$ cat src/rtl/mac_mul_sign_restore_pkg.sv
// rtl/mac_mul_sign_restore_pkg.sv - mode encodings and cfg field positions for the sign-restore stage
package mac_mul_sign_restore_pkg;

    localparam logic [1:0] MAC_MODE_SINGLE = 2'b00;
    localparam logic [1:0] MAC_MODE_DUAL   = 2'b01;
    localparam logic [1:0] MAC_MODE_QUAD   = 2'b10;

    localparam int SIGNED_BIT = 3;
    localparam int MODE_LSB   = 0;

    typedef enum logic [1:0] {
        MODE_SINGLE = MAC_MODE_SINGLE,
        MODE_DUAL   = MAC_MODE_DUAL,
        MODE_QUAD   = MAC_MODE_QUAD
    } mode_e;

    // 2'b11 is not a chained mode, so it falls back to independent lanes
    function automatic mode_e decode_mode(input logic [1:0] raw);
        case (raw)
            MAC_MODE_DUAL: decode_mode = MODE_DUAL;
            MAC_MODE_QUAD: decode_mode = MODE_QUAD;
            default:       decode_mode = MODE_SINGLE;
        endcase
    endfunction

endpackage

$ cat src/rtl/n_bit_one_adder.sv
// rtl/n_bit_one_adder.sv - adds a single carry-in bit to an N-bit word, exposing the carry out
module n_bit_one_adder #(
    parameter int N = 16
) (
    input  logic [N-1:0] a,
    input  logic         cin,
    output logic [N-1:0] sum,
    output logic         cout
);

    assign {cout, sum} = {1'b0, a} + {{N{1'b0}}, cin};

endmodule

$ cat src/rtl/mac_mul_sign_restore.sv
// rtl/mac_mul_sign_restore.sv - restores two's-complement products from magnitudes and lane sign flags
module mac_mul_sign_restore
    import mac_mul_sign_restore_pkg::*;
#(
    parameter int MAC_CONF_WIDTH = 4,
    parameter int MAC_MIN_WIDTH  = 8,
    parameter int MAC_MULT_WIDTH = 2 * MAC_MIN_WIDTH
) (
    input  logic                      clk,
    input  logic                      rst,
    input  logic                      en,
    input  logic [MAC_CONF_WIDTH-1:0] cfg,
    input  logic                      in_valid,
    output logic                      in_ready,
    input  logic [MAC_MULT_WIDTH-1:0] P0_in,
    input  logic [MAC_MULT_WIDTH-1:0] P1_in,
    input  logic [MAC_MULT_WIDTH-1:0] P2_in,
    input  logic [MAC_MULT_WIDTH-1:0] P3_in,
    input  logic                      C0_neg,
    input  logic                      C1_neg,
    input  logic                      C2_neg,
    input  logic                      C3_neg,
    output logic                      out_valid,
    input  logic                      out_ready,
    output logic [MAC_MULT_WIDTH-1:0] P0_out,
    output logic [MAC_MULT_WIDTH-1:0] P1_out,
    output logic [MAC_MULT_WIDTH-1:0] P2_out,
    output logic [MAC_MULT_WIDTH-1:0] P3_out,
    output logic [3:0]                neg_out
);

    localparam int W = MAC_MULT_WIDTH;

    logic          s1_valid;
    logic [W-1:0]  s1_chunk0, s1_chunk1, s1_p2, s1_p3;
    logic [3:0]    s1_sel;
    mode_e         s1_mode;
    logic          s1_c1;
    logic          s2_valid;

    logic          adv2, accept;
    mode_e         in_mode;
    logic          in_signed;
    logic [3:0]    in_sel;
    logic          cin1, cin2, cin3;
    logic          c0, c1, c2, c3_unused;
    logic [W-1:0]  n0, n1, n2, n3;
    logic          cfg_mac_unused;

    // mac/mul selection belongs to the accumulator; this stage does not need it
    assign cfg_mac_unused = cfg[2];

    assign adv2     = en & s1_valid & (~s2_valid | out_ready);
    assign in_ready = en & ~rst & (~s1_valid | adv2);
    assign accept   = in_valid & in_ready;

    assign in_mode   = decode_mode(cfg[MODE_LSB +: 2]);
    assign in_signed = cfg[SIGNED_BIT];

    always_comb begin
        in_sel = 4'b0000;
        case (in_mode)
            MODE_QUAD: in_sel = {4{C3_neg}};
            MODE_DUAL: in_sel = {C3_neg, C3_neg, C1_neg, C1_neg};
            default:   in_sel = {C3_neg, C2_neg, C1_neg, C0_neg};
        endcase
        in_sel = in_sel & {4{in_signed}};
    end

    // Stage 1 chunks: negation is ~P + 1 with the carry chained across lanes of one product
    assign cin1 = (in_mode == MODE_SINGLE) ? 1'b1 : c0;

    n_bit_one_adder #(.N(W)) u_add0 (.a(~P0_in), .cin(1'b1), .sum(n0), .cout(c0));
    n_bit_one_adder #(.N(W)) u_add1 (.a(~P1_in), .cin(cin1), .sum(n1), .cout(c1));

    // Stage 2 chunks: only quad mode continues the chain across the stage register
    assign cin2 = (s1_mode == MODE_QUAD) ? s1_c1 : 1'b1;
    assign cin3 = (s1_mode == MODE_SINGLE) ? 1'b1 : c2;

    n_bit_one_adder #(.N(W)) u_add2 (.a(~s1_p2), .cin(cin2), .sum(n2), .cout(c2));
    n_bit_one_adder #(.N(W)) u_add3 (.a(~s1_p3), .cin(cin3), .sum(n3), .cout(c3_unused));

    always_ff @(posedge clk or posedge rst) begin
        if (rst) begin
            s1_valid  <= 1'b0;
            s1_chunk0 <= '0;
            s1_chunk1 <= '0;
            s1_p2     <= '0;
            s1_p3     <= '0;
            s1_sel    <= 4'b0000;
            s1_mode   <= MODE_SINGLE;
            s1_c1     <= 1'b0;
        end else if (en) begin
            if (accept) begin
                s1_valid  <= 1'b1;
                s1_chunk0 <= in_sel[0] ? n0 : P0_in;
                s1_chunk1 <= in_sel[1] ? n1 : P1_in;
                s1_p2     <= P2_in;
                s1_p3     <= P3_in;
                s1_sel    <= in_sel;
                s1_mode   <= in_mode;
                s1_c1     <= c1;
            end else if (adv2) begin
                s1_valid <= 1'b0;
            end
        end
    end

    always_ff @(posedge clk or posedge rst) begin
        if (rst) begin
            s2_valid <= 1'b0;
            P0_out   <= '0;
            P1_out   <= '0;
            P2_out   <= '0;
            P3_out   <= '0;
            neg_out  <= 4'b0000;
        end else if (en) begin
            if (adv2) begin
                s2_valid <= 1'b1;
                P0_out   <= s1_chunk0;
                P1_out   <= s1_chunk1;
                P2_out   <= s1_sel[2] ? n2 : s1_p2;
                P3_out   <= s1_sel[3] ? n3 : s1_p3;
                neg_out  <= s1_sel;
            end else if (out_ready) begin
                s2_valid <= 1'b0;
            end
        end
    end

    assign out_valid = s2_valid;

endmodule

$ cat config.mk
export PLATFORM = sky130hd
export DESIGN_NAME = mac_mul_sign_restore
export DESIGN_NICKNAME = d
export VERILOG_FILES = /design/src/rtl/mac_mul_sign_restore_pkg.sv /design/src/rtl/n_bit_one_adder.sv /design/src/rtl/mac_mul_sign_restore.sv
export SDC_FILE = /design/constraint.sdc
export NUM_CORES = 1
export LEC_CHECK = 0
export CORE_MARGIN = 8
export CORE_UTILIZATION = 40
export DETAILED_ROUTE_END_ITERATION = 16
export PLACE_DENSITY_LB_ADDON = 0.15
export SLEW_MARGIN = 5
export SYNTH_ARGS = -nofsm -noshare
export SYNTH_HDL_FRONTEND = slang
export SYNTH_SLANG_ARGS = --single-unit
$ cat constraint.sdc
create_clock -name clk -period 14.8 [get_ports clk]
set_clock_uncertainty 0.05 [all_clocks]
set_input_delay 2.96 -clock clk [delete_from_list [all_inputs] [get_ports clk]]
set_output_delay 2.96 -clock clk [all_outputs]
set_load 0.02 [all_outputs]
==> flow_metrics.env, run 1 <==
export IMPL_grt_max_degree=98
export IMPL_worstPathRequired_ps=11790
export IMPL_ctsRootBufferMaster="clkbuf_16"
export IMPL_drc=0
export IMPL_fmax_mhz=132
export IMPL_ys_ff_latch=141
export IMPL_cts_resized=0
export IMPL_synth_distinct_cells=56
export IMPL_htreeDepth=4
export IMPL_clkTransAtPathRegs_ps=50
export IMPL_hold_buffers=0
export IMPL_fillers=1633
export IMPL_crit_top_cell="clkdlybuf4s50_1"
export IMPL_cp_start_kind="primary input"
export IMPL_finalNetCount=991
export IMPL_postCtsSetupRepairBufs=0
export IMPL_route_vias_total=5820
export IMPL_path_cells="clkdlybuf4s50_1 > nor2b_1 > o21a_1 > clkdlybuf4s50_1"
export IMPL_yosys_top_cells_area="dfrtp_1, nand2_1, o21ai_0"
export IMPL_synth_area_mm2=0.00690
export IMPL_crit_fanout=5
export IMPL_rsz0062_at_grt="no"
export IMPL_overflow=0
export IMPL_io_pins=147
export IMPL_cap_violations=0
export IMPL_post_route_period_util_pct=51.0
export IMPL_synthCells=780
export IMPL_areaGrowthSynthToFinish_pct=31.8
export IMPL_r2r_setup_slack_ps=10440
export IMPL_setup_viol=0
export IMPL_cts_buffers_inserted=17
export IMPL_drtAntennaViolNets=0
export IMPL_syn_avg_cell_area_um2=8.84
export IMPL_leakage_uw=0.00400
export IMPL_ir_drop_mv=0.0961
export IMPL_yosysWarnings=0
export IMPL_start_util_pct=40.4
export IMPL_vias_per_cell=5.11
export IMPL_clockBufferDepth=2
export IMPL_synth_yosys_seq_area_share_pct=51.2
export IMPL_drtPass1Iterations=5
export IMPL_gp_congestion=0.813
export IMPL_die_width_um=147
export IMPL_insertion_delay_ps=420
export IMPL_grt_total_usage_pct=17.2
export IMPL_synth_ff_type="dfrtp_1"
export IMPL_worstHoldPathType="flop to flop"
export IMPL_rows=48
export IMPL_syn_num_nets=869
export IMPL_yosysMostFrequentCell="nand2_1"
export IMPL_relSlewSlack_pct=32.6
export IMPL_tightest_slew_ps=1010
export IMPL_critPathKind="primary input to output port"
export IMPL_critPathSlowestCell="clkdlybuf4s50_1"
export IMPL_antenna_found_initial=0
export IMPL_p_per_area_mw_per_mm2=184
export IMPL_status="completed"
export IMPL_synth_edff_count=0
export IMPL_worstPathArrival_ps=4550
export IMPL_drt_iter0_drc=230
export IMPL_hold_viol=0
export IMPL_fin_util_pct=53.3
export IMPL_maxSlewViolCount=0
export IMPL_grt_pass1_wl_um=30400
export IMPL_wl_um=18000
export IMPL_drive_above_1_share_pct=5.90
export IMPL_synthArstFlopShare_pct=100
export IMPL_min_period_ps=7560
export IMPL_cp_end_kind="output port"
export IMPL_place_port_buffers=145
export IMPL_wire_per_inst_um=15.8
export IMPL_dp_hpwl_um=12200
export IMPL_cts_tree="yes"
export IMPL_die_y_um=147
export IMPL_grt_pass1_vias=5946
export IMPL_core_area_mm2=0.0171
export IMPL_die_area_mm2=0.0217
export IMPL_yosysTopAreaCell="dfrtp_1"
export IMPL_max_stage_delay_ps=600
export IMPL_synth_top_area_share_pct=51.2
export IMPL_fin_tns_setup_ps=0
export IMPL_diodes=0
export IMPL_synth_top_cells_by_count="nand2_1, dfrtp_1, o21ai_0"
export IMPL_clock_sinks=141
path summary, 6_finish.rpt:
check / startpoint / end / cells after the start
worst max-delay path: en / in_ready / 4
worst min-delay path: s1_chunk1[4]$_DFFE_PP0P_ / P1_out[4]$_DFFE_PP0P_ / 2
max in group asynchronous: rst / s1_p3[1]$_DFFE_PP0P_ / 3
worst min register to register: s1_chunk1[4]$_DFFE_PP0P_ / P1_out[4]$_DFFE_PP0P_ / 2
worst max register to register: s1_mode[0]$_DFFE_PP0P_ / P3_out[14]$_DFFE_PP0P_ / 13
min in group asynchronous: rst / P3_out[15]$_DFFE_PP0P_ / 2
through the flow:
| step | cells | area (um2) | worst slack, ps | total power (uW) | hold slack, ps |
|---|---|---|---|---|---|
| floorplan | 780 | 6900 | 8010 | 965 | 389 |
| global placement | 1108 | 8480 | 7260 | 1240 | 399 |
| detailed placement | 1108 | 8480 | 7250 | 1250 | 403 |
| CTS | 1140 | 9090 | 7240 | 1700 | 418 |
| global route | 1140 | 9090 | 7160 | 1790 | 440 |
| finish | 1140 | 9090 | 7240 | 1670 | 414 |
per-layer routing:
metal / vias up / routed length [um] / global-route usage, %
li1: 2921 / - / -
met1: 2752 / 8610 / 22.4
met2: 129 / 8100 / 26.4
met3: 18 / 1140 / 5.51
met4: 0 / 193 / 5.56
met5: - / 0 / 0
state kept, by name (all words and copies together), names as in the netlist:
signal / cells
s1_p2: 16
P1_out: 16
P2_out: 16
s1_mode: 2
s1_sel: 4
s1_chunk0: 16
s1_c1: 1
s1_p3: 16
neg_out: 4
P0_out: 16
out_valid: 1
P3_out: 16
s1_chunk1: 16
s1_valid: 1
area by class of cell:
| class | instances | area (um2) | area share, % |
|---|---|---|---|
| clock buffers | 20 | 447 | 4.92 |
| multi-input cells | 575 | 3110 | 34.2 |
| inverters | 17 | 68.8 | 0.757 |
| flip-flops and latches | 141 | 3530 | 38.8 |
| well taps | 225 | 282 | 3.10 |
| repair buffers | 150 | 1490 | 16.4 |
| clock inverters | 12 | 161 | 1.78 |
cell usage in the layout (no fill, tap or decap), drive strengths merged, types with 15 or more instances in the layout:
master         count
or3               22
clkdlybuf4s50    145
o211ai            15
o21ai             68
xor2              24
clkbuf            20
a31oi             16
or4               26
nand2            263
nand3             15
inv               18
dfrtp            141
nor2              22
power breakdown:
group | leakage [uW] | switching [uW] | internal [uW]
Sequential | 0.00175 | 101 | 529
Clock | 0.000287 | 170 | 271
Combinational | 0.00196 | 326 | 275
cells by family after synthesis:
family | after synthesis | synth area share (%)
muxes | 5 | 0.726
and+or+nand+nor | 399 | 26.7
adders and majority gates | 12 | 2.18
AOI/OAI and AO/OA | 130 | 11.8
buffers and inverters | 64 | 3.81
xor gates and xnor gates | 29 | 3.68
DFF | 141 | 51.2
critical path: cells and delay by family:
kind            cells  cell delay [ps]
buf+inv             2             1190
simple gates        1              250
compound gates      1              150
Power figures use the tool's default switching activity.
==> run 2: changes to the inputs <==
==> constraint.sdc (replaced) <==
create_clock -name clk -period 6.9 [get_ports clk]
set_clock_uncertainty 0.05 [all_clocks]
set_input_delay 1.38 -clock clk [delete_from_list [all_inputs] [get_ports clk]]
set_output_delay 1.38 -clock clk [all_outputs]
set_load 0.02 [all_outputs]
==> run 2 against run 1 <==
Against the previous run: global-route usage is essentially flat; final cell count shrank 0.18%; non-clock buffer count is the same; clock power grew 120%; first-iteration DRC count grew 21%; design area grew 0.29%; sequential power grew 110%; critical path type unchanged; largest cell class unchanged.
==> flow_metrics.env, run 2 (synthesis results as in run 1) <==
export IMPL_start_util_pct=40.4
export IMPL_vias_per_cell=5.08
export IMPL_clkTransAtPathRegs_ps=50
export IMPL_antenna_found_initial=0
export IMPL_cp_start_kind="primary input"
export IMPL_crit_fanout=5
export IMPL_worstPathRequired_ps=5470
export IMPL_holdPathStages=2
export IMPL_gp_congestion=0.818
export IMPL_cts_resized=0
export IMPL_die_area_mm2=0.0217
export IMPL_wl_um=18000
export IMPL_fin_tns_setup_ps=0
export IMPL_r2r_cells=13
export IMPL_final_cell_mix="nand2_1, clkdlybuf4s50_1, dfrtp_1"
export IMPL_setup_viol=0
export IMPL_grt_max_degree=101
export IMPL_max_stage_delay_ps=600
export IMPL_route_vias_total=5776
export IMPL_drc=0
export IMPL_final_common_cell="nand2_1"
export IMPL_status="completed"
export IMPL_overflow=0
export IMPL_cts_tree="yes"
export IMPL_dp_hpwl_um=12200
export IMPL_diodes=0
export IMPL_place_port_buffers=145
export IMPL_tightest_slew_ps=1020
export IMPL_ctsRootBufferMaster="clkbuf_16"
export IMPL_grt_pass1_wl_um=30000
export IMPL_cts_buffers_inserted=17
export IMPL_hold_viol=0
export IMPL_areaGrowthSynthToFinish_pct=32.2
export IMPL_ir_drop_mv=0.182
export IMPL_rows=48
export IMPL_rsz0062_at_grt="no"
export IMPL_wire_per_inst_um=15.8
export IMPL_drive_above_1_share_pct=5.91
export IMPL_fin_util_pct=53.4
export IMPL_htreeDepth=4
export IMPL_fmax_mhz=227
export IMPL_die_width_um=147
export IMPL_register_area_mm2=0.00353
export IMPL_p_total_uw=3630
export IMPL_drtAntennaViolNets=0
export IMPL_hold_buffers=0
export IMPL_fillers=1632
export IMPL_critPathSlowestCell="clkdlybuf4s50_1"
export IMPL_drt_iter0_drc=279
export IMPL_insertion_delay_ps=420
export IMPL_die_y_um=147
export IMPL_cap_violations=0
export IMPL_post_route_period_util_pct=63.7
export IMPL_drtPass1Iterations=4
export IMPL_grt_pass1_vias=5838
export IMPL_maxSlewViolCount=0
export IMPL_min_period_ps=4400
export IMPL_postCtsSetupRepairBufs=0
export IMPL_path_cells="clkdlybuf4s50_1 > nor2b_1 > o21a_1 > clkdlybuf4s50_1"
export IMPL_grt_total_usage_pct=17.1
export IMPL_clock_sinks=141
export IMPL_final_setup_worst_slack_ps=2500
export IMPL_leakage_uw=0.00402
export IMPL_clockBufferDepth=2
export IMPL_worstHoldPathType="flop to flop"
export IMPL_worstPathArrival_ps=2970
export IMPL_core_area_mm2=0.0171
export IMPL_dp_slack_ps=2260
export IMPL_multiInputGateArea_mm2=0.00311
export IMPL_critPathKind="primary input to output port"
export IMPL_io_pins=147
export IMPL_cp_end_kind="output port"
export IMPL_relSlewSlack_pct=31.9
export IMPL_crit_top_cell="clkdlybuf4s50_1"
export IMPL_p_per_area_mw_per_mm2=398
export IMPL_finalNetCount=991
[run 2: changes by cell type in the layout (fill, tap and decap cells not counted), sizes merged]
cell | previous run | this run
inv | 18 | 16
clkbuf | 20 | 18
bufinv | 3 | 5
clkinvlp | 3 | 1
clkinv | 5 | 7
[run 2: layer usage]
layer	routed length [um]	global-route usage, %	vias up
met2	8080	26.5	132
met5	0	0	-
met4	158	4.79	0
met1	8510	22.0	2702
met3	1260	6.43	11
li1	-	-	2931
[run 2: worst max-delay path: cells and delay by family]
family | cells | cell delay (ps)
AO/OA/AOI/OAI | 1 | 160
buffers and inverters | 2 | 1190
AND/OR/NAND/NOR | 1 | 240
[run 2: power breakdown]
group / internal (uW) / switching [uW] / leakage (uW)
combinational: 590 / 701 / 0.00196
clock: 645 / 343 / 0.000311
sequential: 1130 / 213 / 0.00175
[run 2: layout make-up]
| class | instances | share of cell area (%) |
|---|---|---|
| multi-input cells | 575 | 34.1 |
| inverters | 17 | 0.755 |
| well taps | 225 | 3.09 |
| flip-flops and latches | 141 | 38.7 |
| clock buffers | 18 | 4.82 |
| clock inverters | 12 | 2.14 |
| repair buffers | 150 | 16.3 |
[run 2: stage by stage]
stage / cell area, um2 / std cells / hold slack, ps
after CTS: 9110 / 1138 / 418
after detailed placement: 8480 / 1108 / 404
after floorplan: 6900 / 780 / 389
final: 9110 / 1138 / 413
after global routing: 9110 / 1138 / 440
after global placement: 8480 / 1108 / 399
[run 2: final timing paths]
check	slack, ps	start	endpoint
setup reg to reg	2590	s1_mode[0]$_DFFE_PP0P_	P3_out[14]$_DFFE_PP0P_
hold reg to reg	410	s1_chunk0[15]$_DFFE_PP0P_	P0_out[15]$_DFFE_PP0P_
min in group asynchronous	1540	rst	P3_out[15]$_DFFE_PP0P_
hold / removal	410	s1_chunk0[15]$_DFFE_PP0P_	P0_out[15]$_DFFE_PP0P_
max in group asynchronous	4140	rst	s1_chunk1[15]$_DFFE_PP0P_
setup / recovery	2500	en	in_ready
